`src/rtl/fpu_ctrl_pkg.sv`:
```
// Shared types and default configuration for the FPU issue controller.
package fpu_ctrl_pkg;

  localparam int unsigned DATA_W      = 32;
  localparam int unsigned DEF_N_UNITS = 3;
  localparam int unsigned DEF_OPC_W   = 2;
  localparam int unsigned DEF_TAG_W   = 5;
  localparam int unsigned DEF_LAT_W   = 4;
  localparam int unsigned DEF_TIMEOUT = 15;

  // Packed {LAT[2], LAT[1], LAT[0]}: fabs=1, fneg=1, fadd-class=4
  localparam logic [DEF_N_UNITS*DEF_LAT_W-1:0] DEF_LATENCIES = 12'h411;

  localparam logic [DEF_OPC_W-1:0] OPC_FABS = 2'd0;
  localparam logic [DEF_OPC_W-1:0] OPC_FNEG = 2'd1;
  localparam logic [DEF_OPC_W-1:0] OPC_FADD = 2'd2;

  typedef enum logic [1:0] {
    IDLE = 2'd0,
    WAIT = 2'd1,
    RESP = 2'd2
  } fsm_state_e;

endpackage

```
`src/rtl/fpu_issue_ctrl_if.sv`:
```
// Request, unit-bank and response signals of the FPU issue controller.
interface fpu_issue_ctrl_if #(
  parameter int unsigned N_UNITS = fpu_ctrl_pkg::DEF_N_UNITS,
  parameter int unsigned OPC_W   = fpu_ctrl_pkg::DEF_OPC_W,
  parameter int unsigned TAG_W   = fpu_ctrl_pkg::DEF_TAG_W
) ();

  localparam int unsigned DW = fpu_ctrl_pkg::DATA_W;

  logic                  req_valid;
  logic                  req_ready;
  logic [OPC_W-1:0]      req_opc;
  logic [DW-1:0]         req_a;
  logic [DW-1:0]         req_b;
  logic [TAG_W-1:0]      req_tag;

  logic [DW-1:0]         unit_a;
  logic [DW-1:0]         unit_b;
  logic [N_UNITS-1:0]    unit_sel;
  logic [DW*N_UNITS-1:0] unit_result;
  logic [N_UNITS-1:0]    unit_ready;

  logic                  resp_valid;
  logic                  resp_ready;
  logic [DW-1:0]         resp_result;
  logic [TAG_W-1:0]      resp_tag;
  logic                  resp_err;
  logic                  busy;

  // Controller side
  modport master (
    input  req_valid, req_opc, req_a, req_b, req_tag,
    input  unit_result, unit_ready, resp_ready,
    output req_ready, unit_a, unit_b, unit_sel,
    output resp_valid, resp_result, resp_tag, resp_err, busy
  );

  // Core and unit-bank side
  modport slave (
    output req_valid, req_opc, req_a, req_b, req_tag,
    output unit_result, unit_ready, resp_ready,
    input  req_ready, unit_a, unit_b, unit_sel,
    input  resp_valid, resp_result, resp_tag, resp_err, busy
  );

endinterface

```
`src/rtl/fpu_issue_ctrl.sv`:
```
// Single-issue sequencer: accepts one FP request, drives the selected fixed-latency
// unit, waits out its latency/ready, and holds the result until the core takes it.
module fpu_issue_ctrl
  import fpu_ctrl_pkg::*;
#(
  parameter int unsigned                  N_UNITS   = DEF_N_UNITS,
  parameter int unsigned                  OPC_W     = DEF_OPC_W,
  parameter int unsigned                  TAG_W     = DEF_TAG_W,
  parameter int unsigned                  LAT_W     = DEF_LAT_W,
  parameter logic [N_UNITS*LAT_W-1:0]     LATENCIES = DEF_LATENCIES,
  parameter int unsigned                  TIMEOUT   = DEF_TIMEOUT
) (
  input  logic             clk,
  input  logic             reset,
  fpu_issue_ctrl_if.master bus
);

  fsm_state_e          state_q;
  logic [OPC_W-1:0]    opc_q;
  logic [LAT_W-1:0]    cnt_q;
  logic [DATA_W-1:0]   unit_a_q;
  logic [DATA_W-1:0]   unit_b_q;
  logic [N_UNITS-1:0]  unit_sel_q;
  logic                req_ready_q;
  logic                busy_q;
  logic                resp_valid_q;
  logic [DATA_W-1:0]   resp_result_q;
  logic [TAG_W-1:0]    resp_tag_q;
  logic                resp_err_q;

  logic [LAT_W-1:0]    lat_sel_c;
  logic [DATA_W-1:0]   res_sel_c;
  logic                rdy_sel_c;
  logic                opc_ok_c;

  // Latency, result slice and ready flag of the unit addressed by the latched opcode
  always_comb begin
    lat_sel_c = '0;
    res_sel_c = '0;
    rdy_sel_c = 1'b0;
    for (int unsigned i = 0; i < N_UNITS; i++) begin
      if (opc_q == OPC_W'(i)) begin
        lat_sel_c = LATENCIES[i*LAT_W +: LAT_W];
        res_sel_c = bus.unit_result[i*DATA_W +: DATA_W];
        rdy_sel_c = bus.unit_ready[i];
      end
    end
  end

  assign opc_ok_c = (32'(bus.req_opc) < N_UNITS);

  always_ff @(posedge clk) begin
    if (!reset) begin
      state_q       <= IDLE;
      opc_q         <= '0;
      cnt_q         <= '0;
      unit_a_q      <= '0;
      unit_b_q      <= '0;
      unit_sel_q    <= '0;
      req_ready_q   <= 1'b1;
      busy_q        <= 1'b0;
      resp_valid_q  <= 1'b0;
      resp_result_q <= '0;
      resp_tag_q    <= '0;
      resp_err_q    <= 1'b0;
    end else begin
      case (state_q)
        IDLE: begin
          if (bus.req_valid) begin
            opc_q       <= bus.req_opc;
            resp_tag_q  <= bus.req_tag;
            unit_a_q    <= bus.req_a;
            unit_b_q    <= bus.req_b;
            cnt_q       <= '0;
            req_ready_q <= 1'b0;
            busy_q      <= 1'b1;
            if (opc_ok_c) begin
              state_q    <= WAIT;
              unit_sel_q <= N_UNITS'(1) << bus.req_opc;
            end else begin
              // Unknown unit: complete with an error without touching the bank
              state_q       <= RESP;
              resp_valid_q  <= 1'b1;
              resp_result_q <= '0;
              resp_err_q    <= 1'b1;
            end
          end
        end

        WAIT: begin
          // Completion is checked before the watchdog so it wins a tie
          if ((cnt_q >= lat_sel_c) && rdy_sel_c) begin
            state_q       <= RESP;
            unit_sel_q    <= '0;
            resp_valid_q  <= 1'b1;
            resp_result_q <= res_sel_c;
            resp_err_q    <= 1'b0;
          end else if (cnt_q == LAT_W'(TIMEOUT)) begin
            state_q       <= RESP;
            unit_sel_q    <= '0;
            resp_valid_q  <= 1'b1;
            resp_result_q <= '0;
            resp_err_q    <= 1'b1;
          end else begin
            cnt_q <= cnt_q + LAT_W'(1);
          end
        end

        RESP: begin
          if (bus.resp_ready) begin
            state_q      <= IDLE;
            resp_valid_q <= 1'b0;
            req_ready_q  <= 1'b1;
            busy_q       <= 1'b0;
          end
        end

        default: begin
          state_q      <= IDLE;
          unit_sel_q   <= '0;
          resp_valid_q <= 1'b0;
          req_ready_q  <= 1'b1;
          busy_q       <= 1'b0;
        end
      endcase
    end
  end

  assign bus.req_ready   = req_ready_q;
  assign bus.unit_a      = unit_a_q;
  assign bus.unit_b      = unit_b_q;
  assign bus.unit_sel    = unit_sel_q;
  assign bus.resp_valid  = resp_valid_q;
  assign bus.resp_result = resp_result_q;
  assign bus.resp_tag    = resp_tag_q;
  assign bus.resp_err    = resp_err_q;
  assign bus.busy        = busy_q;

endmodule

```
`src/flat_wrapper.sv`:
```
// flat-port wrapper written by rule: the top's interface ports become plain ports
module fpu_issue_ctrl_flat import fpu_ctrl_pkg::*;
#(
  parameter int unsigned                  N_UNITS   = DEF_N_UNITS,
  parameter int unsigned                  OPC_W     = DEF_OPC_W,
  parameter int unsigned                  TAG_W     = DEF_TAG_W,
  parameter int unsigned                  LAT_W     = DEF_LAT_W,
  parameter logic [N_UNITS*LAT_W-1:0]     LATENCIES = DEF_LATENCIES,
  parameter int unsigned                  TIMEOUT   = DEF_TIMEOUT
)
  (clk, reset, bus_req_valid, bus_req_opc, bus_req_a, bus_req_b, bus_req_tag, bus_unit_result, bus_unit_ready, bus_resp_ready, bus_req_ready, bus_unit_a, bus_unit_b, bus_unit_sel, bus_resp_valid, bus_resp_result, bus_resp_tag, bus_resp_err, bus_busy);
  fpu_issue_ctrl_if #(.N_UNITS(N_UNITS), .OPC_W(OPC_W), .TAG_W(TAG_W)) bus_i ();
  input  logic clk;
  input  logic reset;
  input wire logic [$bits(bus_i.req_valid)-1:0] bus_req_valid;
  input wire logic [$bits(bus_i.req_opc)-1:0] bus_req_opc;
  input wire logic [$bits(bus_i.req_a)-1:0] bus_req_a;
  input wire logic [$bits(bus_i.req_b)-1:0] bus_req_b;
  input wire logic [$bits(bus_i.req_tag)-1:0] bus_req_tag;
  input wire logic [$bits(bus_i.unit_result)-1:0] bus_unit_result;
  input wire logic [$bits(bus_i.unit_ready)-1:0] bus_unit_ready;
  input wire logic [$bits(bus_i.resp_ready)-1:0] bus_resp_ready;
  output wire logic [$bits(bus_i.req_ready)-1:0] bus_req_ready;
  output wire logic [$bits(bus_i.unit_a)-1:0] bus_unit_a;
  output wire logic [$bits(bus_i.unit_b)-1:0] bus_unit_b;
  output wire logic [$bits(bus_i.unit_sel)-1:0] bus_unit_sel;
  output wire logic [$bits(bus_i.resp_valid)-1:0] bus_resp_valid;
  output wire logic [$bits(bus_i.resp_result)-1:0] bus_resp_result;
  output wire logic [$bits(bus_i.resp_tag)-1:0] bus_resp_tag;
  output wire logic [$bits(bus_i.resp_err)-1:0] bus_resp_err;
  output wire logic [$bits(bus_i.busy)-1:0] bus_busy;
  assign bus_i.req_valid = bus_req_valid;
  assign bus_i.req_opc = bus_req_opc;
  assign bus_i.req_a = bus_req_a;
  assign bus_i.req_b = bus_req_b;
  assign bus_i.req_tag = bus_req_tag;
  assign bus_i.unit_result = bus_unit_result;
  assign bus_i.unit_ready = bus_unit_ready;
  assign bus_i.resp_ready = bus_resp_ready;
  assign bus_req_ready = bus_i.req_ready;
  assign bus_unit_a = bus_i.unit_a;
  assign bus_unit_b = bus_i.unit_b;
  assign bus_unit_sel = bus_i.unit_sel;
  assign bus_resp_valid = bus_i.resp_valid;
  assign bus_resp_result = bus_i.resp_result;
  assign bus_resp_tag = bus_i.resp_tag;
  assign bus_resp_err = bus_i.resp_err;
  assign bus_busy = bus_i.busy;
  fpu_issue_ctrl #(.N_UNITS(N_UNITS), .OPC_W(OPC_W), .TAG_W(TAG_W), .LAT_W(LAT_W), .LATENCIES(LATENCIES), .TIMEOUT(TIMEOUT)) u_core (.clk(clk), .reset(reset), .bus(bus_i));
endmodule
```
`config.mk`:
```
export PLATFORM = sky130hd
export DESIGN_NAME = fpu_issue_ctrl_flat
export DESIGN_NICKNAME = d
export VERILOG_FILES = /design/src/rtl/fpu_ctrl_pkg.sv /design/src/rtl/fpu_issue_ctrl_if.sv /design/src/rtl/fpu_issue_ctrl.sv /design/src/flat_wrapper.sv
export SDC_FILE = /design/constraint.sdc
export NUM_CORES = 1
export LEC_CHECK = 0
export ABC_CLOCK_PERIOD_IN_PS = 7360
export CAP_MARGIN = 20
export CORE_MARGIN = 3
export CORE_UTILIZATION = 41
export CTS_CLUSTER_SIZE = 10
export DETAILED_ROUTE_END_ITERATION = 8
export PLACE_DENSITY = 0.85
export SYNTH_ARGS = -nofsm -noshare
export SYNTH_HDL_FRONTEND = slang
export SYNTH_SLANG_ARGS = --single-unit
```
`constraint.sdc`:
```
create_clock -name clk -period 7.36 [get_ports clk]
set_clock_uncertainty 0.05 [all_clocks]
set_input_delay 1.472 -clock clk [delete_from_list [all_inputs] [get_ports clk]]
set_output_delay 1.472 -clock clk [all_outputs]
set_load 0.05 [all_outputs]
```
; Word-level counts from Yosys, hierarchy flattened
; Index checks and enable logic that the tools add are counted.
[op_classes]
shifts = 1
n_addsub = 1
magnitude_cmp = 2
eq_ne = 12
bitwise = 2
mux = 42
reduce_logical = 11
[ops]
columns = cell, count
row1 = 32-bit 2-to-1 mux, 7
row2 = 32-bit case mux with 2 select lines, 1
row3 = 4-bit AND reduction, 4
row4 = 3-bit 2-to-1 mux, 5
row5 = 1-bit 2-to-1 mux, 14
row6 = 4-bit 2-to-1 mux, 3
row7 = 2-bit 2-to-1 mux, 5
row8 = 2-bit inequality test (second input constant), 5
row9 = 1-bit case mux with 3 select lines, 3
row10 = 3-bit case mux with 3 select lines, 1
row11 = 4-bit case mux with 2 select lines, 1
row12 = 2-bit case mux with 3 select lines, 1
row13 = 3-bit AND reduction, 2
row14 = 4-bit by 1-bit adder with 4-bit output (second input constant), 1
row15 = 2-bit by 1-bit == test with 1-bit output (second input constant), 2
row16 = 2-bit == test (second input constant), 2
row17 = 4-bit == test (second input constant), 1
row18 = 4-bit by 3-bit greater-or-equal comparator with 1-bit output, 1
row19 = 2-bit logical NOT, 2
row20 = 3-bit by 1-bit inequality test with 1-bit output (second input constant), 1
row21 = 1-bit by 2-bit left shift with 3-bit output (first input constant), 1
row22 = 2-bit less-than comparator (second input constant), 1
row23 = 2-bit by 1-bit inequality test with 1-bit output (second input constant), 1
row24 = 1-bit inverter, 2
row25 = 4 further kinds, 4
[word_totals]
elab_cells = 83
output_inout_bits = 108
in_bits = 174
register_bits = 116

; Longest topological paths before layout
[logic_depth]
ltp_word = 8
depth_mapped = 10
ltp_nobuf = 7

; Least setup slack after synthesis
; Ideal clock, no wire load.
[synth_path]
path_type = register to register
startpoint = register u_core.opc_q[1]
endpoint = register u_core.cnt_q[2]
synth_period_minus_slack_ps = 2690
stages_incl_launch_ff = 11
path_slack_ps = 4670
arrival_time_ps = 2524
n_path_buf = 3
setup_ps = 116
t_required_ps = 7194
cell_sequence = dfxtp_1 -> buf_2 -> buf_1 -> inv_1 -> ha_1 -> or3b_4 -> a211oi_4 -> o21a_4 -> buf_6 -> a21oi_1 -> a31o_1
[synth_via]
elab_chain_len = 8
word_cells_on_any_way = 13
classes_between = 1 x order compare / 3 x eq/ne / 6 x mux / 3 x reduce/logical
[synth_rtl]
columns = element, line_no
row1 = from (decl), fpu_issue_ctrl.sv:19  ; logic [OPC_W-1:0] opc_q;
row2 = from (signal assigned), fpu_issue_ctrl.sv:70  ; opc_q <= bus.req_opc;
row3 = 2-bit logical NOT, fpu_issue_ctrl.sv:42  ; if (opc_q == OPC_W'(i)) begin
row4 = 1-bit 2-to-1 mux (2 in a row), fpu_issue_ctrl.sv:42
row5 = 3-bit 2-to-1 mux, fpu_issue_ctrl.sv:42
row6 = 4-bit by 3-bit greater-or-equal comparator with 1-bit output, fpu_issue_ctrl.sv:92  ; if ((cnt_q >= lat_sel_c) && rdy_sel_c) begin
row7 = 1-bit logical AND *, fpu_issue_ctrl.sv:92
row8 = 2-bit inequality test (no line) *, --
row9 = 4-bit AND reduction (no line) *, --
row10 = to (signal assigned), fpu_issue_ctrl.sv:105  ; cnt_q <= cnt_q + LAT_W'(1);
row11 = to (decl), fpu_issue_ctrl.sv:20  ; logic [LAT_W-1:0] cnt_q;
; Mark *: on every way between the ends. The rest lies on a longest branch, timed or not.
; A chain may end at the register's enable or synchronous reset.

; Final worst setup path
[layout_path]
startpoint = input port reset
endpoint = register u_core.state_q[0]
[layout_rtl]
columns = element, line_no
row1 = from (decl), flat_wrapper.sv:14  ; input logic reset;
row2 = to (signal assigned), fpu_issue_ctrl.sv:54  ; state_q <= IDLE;
row3 = to (signal assigned), fpu_issue_ctrl.sv:78  ; state_q <= WAIT;
row4 = to (signal assigned), fpu_issue_ctrl.sv:82  ; state_q <= RESP;
row5 = to (decl), fpu_issue_ctrl.sv:18  ; fsm_state_e state_q;
; No word-level cell between the ends.

==> metrics.md <==
| Metric | Value |
|---|---|
| Status | `complete, no violations` |
| CP endpoint kind | `flop` |
| Post-DP HPWL | `between 10000 and 15000 um` |
| Reg2reg start | `u_core.opc_q[1]$_SDFFE_PN0P_` |
| Main synth FF type | `dfxtp_1` |
| Placed inst area | `~7700 sq um` |
| Synthesized cell area | `slightly below 5000 sq um` |
| Final worst setup slack | `between 4 and 5 ns` |
| CP Depth | `4` |
| Slew headroom | `around half` |
| Leakage | `3.012 nW` |
| Post-CTS Resized | `0` |
| Final Hold Vio Count | `0` |
| Synth Area per Inst | `about 7.7 sq um` |
| Setup TNS | `0 ns` |
| Number of buffers created by CTS | `17` |
| I/O pin cnt | `between 200 and 300` |
| Largest net degree at the start of global routing | `between 70 and 80` |
| Congestion Overflow GR | `0` |
| Share of post-route cells with drive strength above 1 | `under 10%` |
| Reg-to-reg endpoint | `u_core.bus.resp_result[13]$_SDFFE_PN0P_` |
| Initial antenna violation count | `0` |
| CP top delay family | `buffers and inverters` |
| Slowest CP cell | `clkinv_2` |
| Setup WS pre-CTS | `about 3.6 ns` |
| DR iter-0 viols | `420` |
| Worst r2r path cells | `8` |
| CP Class | `input port to flop` |
| Clock H-tree levels | `4` |
| Vias per cell | `a little over 5` |
| Worst path max stage delay | `between 0.6 and 0.7 ns` |
| Finished Layout Cells | `1056` |
| Die extent in y | `115.8 um` |
| Crit path capture | `u_core.state_q[0]$_SDFFE_PN0P_` |
| Drt wl/cell | `between 15 and 20 um` |
| Core area | `11610 sq um` |
| Layout Nets | `around 1.1k` |
| Synthesis-to-finish area growth | `70.76%` |
| Top cell types by occurrence after synthesis | `nand2_1, dfxtp_1, a21oi_1` |
| Detailed-route wire length | `roughly 17000 um` |
| Post-Syn Instances | `645` |
| Placed insts | `1023` |
| CP max FO | `59` |
| Fmax | `around 0.30 GHz` |
| Die footprint | `between 10000 and 15000 sq um` |
| Critical path data required time | `about 7.6 ns` |
| Max_cap viols | `0` |
| Sequential share of the synthesized area | `between 40% and 50%` |
| TritonRoute pass-1 iters | `5` |
| R2r setup slk | `around 4.3 ns` |
| Peak supply drop | `around 0.21 mV` |
| Clk sink count | `about 120` |
| Starting Density | `a little over two fifths` |
| Synth area leader | `dfxtp_1` |
| Gr usage total | `between 20% and 30%` |
| Critical-path cell list | `clkdlybuf4s50_1 > clkinv_2 > buf_4 > nor3_1` |
| Cell row count | `39` |
| Worst-Margin Slew | `roughly 0.77 ns` |
| # setup viols final | `0` |
| CTS tree | `yes` |
| Hold Path Class | `flop to flop` |
| Post-route ant nets | `0` |
| Die W | `around 120 um` |
| Worst skew pair latency | `around 0.40 ns` |
| Via count | `5435` |
| CP Launch Point | `reset` |
| RSZ-0062 raised after global routing | `no` |
| Post-synth EDFFs | `0` |
| Minimum clock period | `approximately 3.3 ns` |
| Net Count, Synth | `822` |
| Vias in the first global route | `approximately 5.2k` |
| Synth unique cells | `34` |
| DRC viols | `0` |
| N_diodes | `0` |
| First-pass GRT wire length | `about 26000 um` |
| Crit start category | `input port` |
| Flip-flop and latch count after synthesis | `116` |
| Top post-synthesis cells by area | `dfxtp_1, nand2_1, a21oi_1, o21ai_0, mux2i_1` |
| Post-CTS setup buffer count | `0` |
| CTS Buffer Depth | `2` |
| Pwr Density | `around 260 nW/um^2` |
| Post-synth top area share | `between 40 and 50%` |
| Asr flop ratio synth | `0%` |
| Clock root cell | `clkbuf_16` |
| Critical Path AT | `about 3.6 ns` |
| Fin crit share | `approximately 45%` |
| Final Cell Area | `between 8000 and 9000 sq um` |
| Number of synthesis warnings | `0` |
| Hold-fix buffers, CTS | `0` |
| Buf/Inv on CP | `3` |
| Most common cell in the netlist | `nand2_1` |
| Fin. max-slew vios | `0` |
| Clk pin slew, worst setup/hold paths | `0.05 ns` |
| I/O Buffers | `roughly 280` |
| RePlAce Congestion | `approximately 0.78` |
cell usage in the layout (no fill, tap or decap), types with 2 or more instances in the layout:
master / instances
or3_1: 2
clkinv_2: 4
mux2i_1: 33
dfxtp_1: 115
clkbuf_16: 17
ha_1: 3
clkinv_4: 2
buf_4: 6
bufinv_16: 5
clkdlybuf4s50_1: 281
clkbuf_8: 2
o21ai_0: 72
nand2_1: 214
nand3_1: 2
clkinvlp_4: 3
inv_1: 3
nand2b_1: 3
nor3_1: 2
a21oi_1: 115
a211oi_1: 2
nor2_1: 6
routing by layer:
metal | up-vias | routed length, um | global-route usage [%]
li1 | 2673 | - | -
met1 | 2499 | 6512 | 27.46
met2 | 247 | 8543 | 43.52
met3 | 16 | 1918 | 11.59
met4 | 0 | 214 | 6.729
met5 | - | 0 | 0
state kept, by name, summed over array words and instances (netlist names), 2 cells and up:
signal / count
u_core.bus.resp_result: 32
u_core.bus.resp_tag: 5
u_core.bus.unit_a: 32
u_core.bus.unit_b: 32
u_core.bus.unit_sel: 3
u_core.cnt_q: 4
u_core.opc_q: 2
u_core.state_q: 2
layout make-up:
class,count,area [sq um]
clock buffer,19,452.9
clock inverter,13,205.2
fill,904,3181
inverter,4,16.27
multi-input combinational,473,2371
sequential,116,2323
tap,143,178.9
timing repair buffer,288,2885
logic make-up (layout without fill, tap and decap cells):
| logic type | after synthesis | count (layout) | share of synthesized area (%) |
|---|---|---|---|
| flip-flops | 116 | 116 | 47.02 |
| multiplexers | 33 | 33 | 6.689 |
| AND/OR/NAND/NOR | 240 | 240 | 19.38 |
| adder cells (fa/ha/maj) | 3 | 3 | 0.7602 |
| AO/OA/AOI/OAI | 197 | 197 | 20.93 |
| buffers and inverters | 56 | 324 | 5.219 |
power by group:
group          switching (W)  total, W  internal, W
Sequential         0.0000312  0.000707     0.000676
Clock               0.000291  0.000909     0.000618
Combinational       0.000332  0.000552     0.000220
Total               0.000655   0.00217      0.00151
through the flow:
| stage | hold slack (ns) | total power [W] | util (%) |
|---|---|---|---|
| after floorplan | 0.4298 | 0.001048 | - |
| after global placement | 0.3911 | 0.001262 | 66.71 |
| after detailed placement | 0.3956 | 0.001268 | 66.71 |
| after CTS | 0.4027 | 0.002184 | 72.38 |
| after global routing | 0.4187 | 0.002255 | 72.61 |
| final | 0.4016 | 0.002168 | 72.61 |
worst register-to-register path: cells and delay by family, from the launching register on:
family                     cells  cell delay (ns)
adders and majority gates      1             0.27
AOI/OAI and AO/OA              4             1.25
and+or+nand+nor                1             0.39
buffers and inverters          2             0.33
DFF                            1             0.73
worst min path at each step:
| stage | cells past startpoint | from | to |
|---|---|---|---|
| floorplan | 2 | u_core.cnt_q[0]$_SDFFE_PN0P_ | u_core.cnt_q[0]$_SDFFE_PN0P_ |
| finish | 2 | u_core.bus.resp_tag[3]$_SDFFE_PN0P_ | u_core.bus.resp_tag[3]$_SDFFE_PN0P_ |
| CTS | 2 | u_core.bus.unit_b[15]$_SDFFE_PN0P_ | u_core.bus.unit_b[15]$_SDFFE_PN0P_ |
| global placement | 2 | u_core.bus.unit_a[26]$_SDFFE_PN0P_ | u_core.bus.unit_a[26]$_SDFFE_PN0P_ |
| detailed placement | 2 | u_core.bus.resp_tag[0]$_SDFFE_PN0P_ | u_core.bus.resp_tag[0]$_SDFFE_PN0P_ |
| global route | 2 | u_core.bus.unit_b[24]$_SDFFE_PN0P_ | u_core.bus.unit_b[24]$_SDFFE_PN0P_ |
Note: power is estimated with default switching activity, not from simulation.
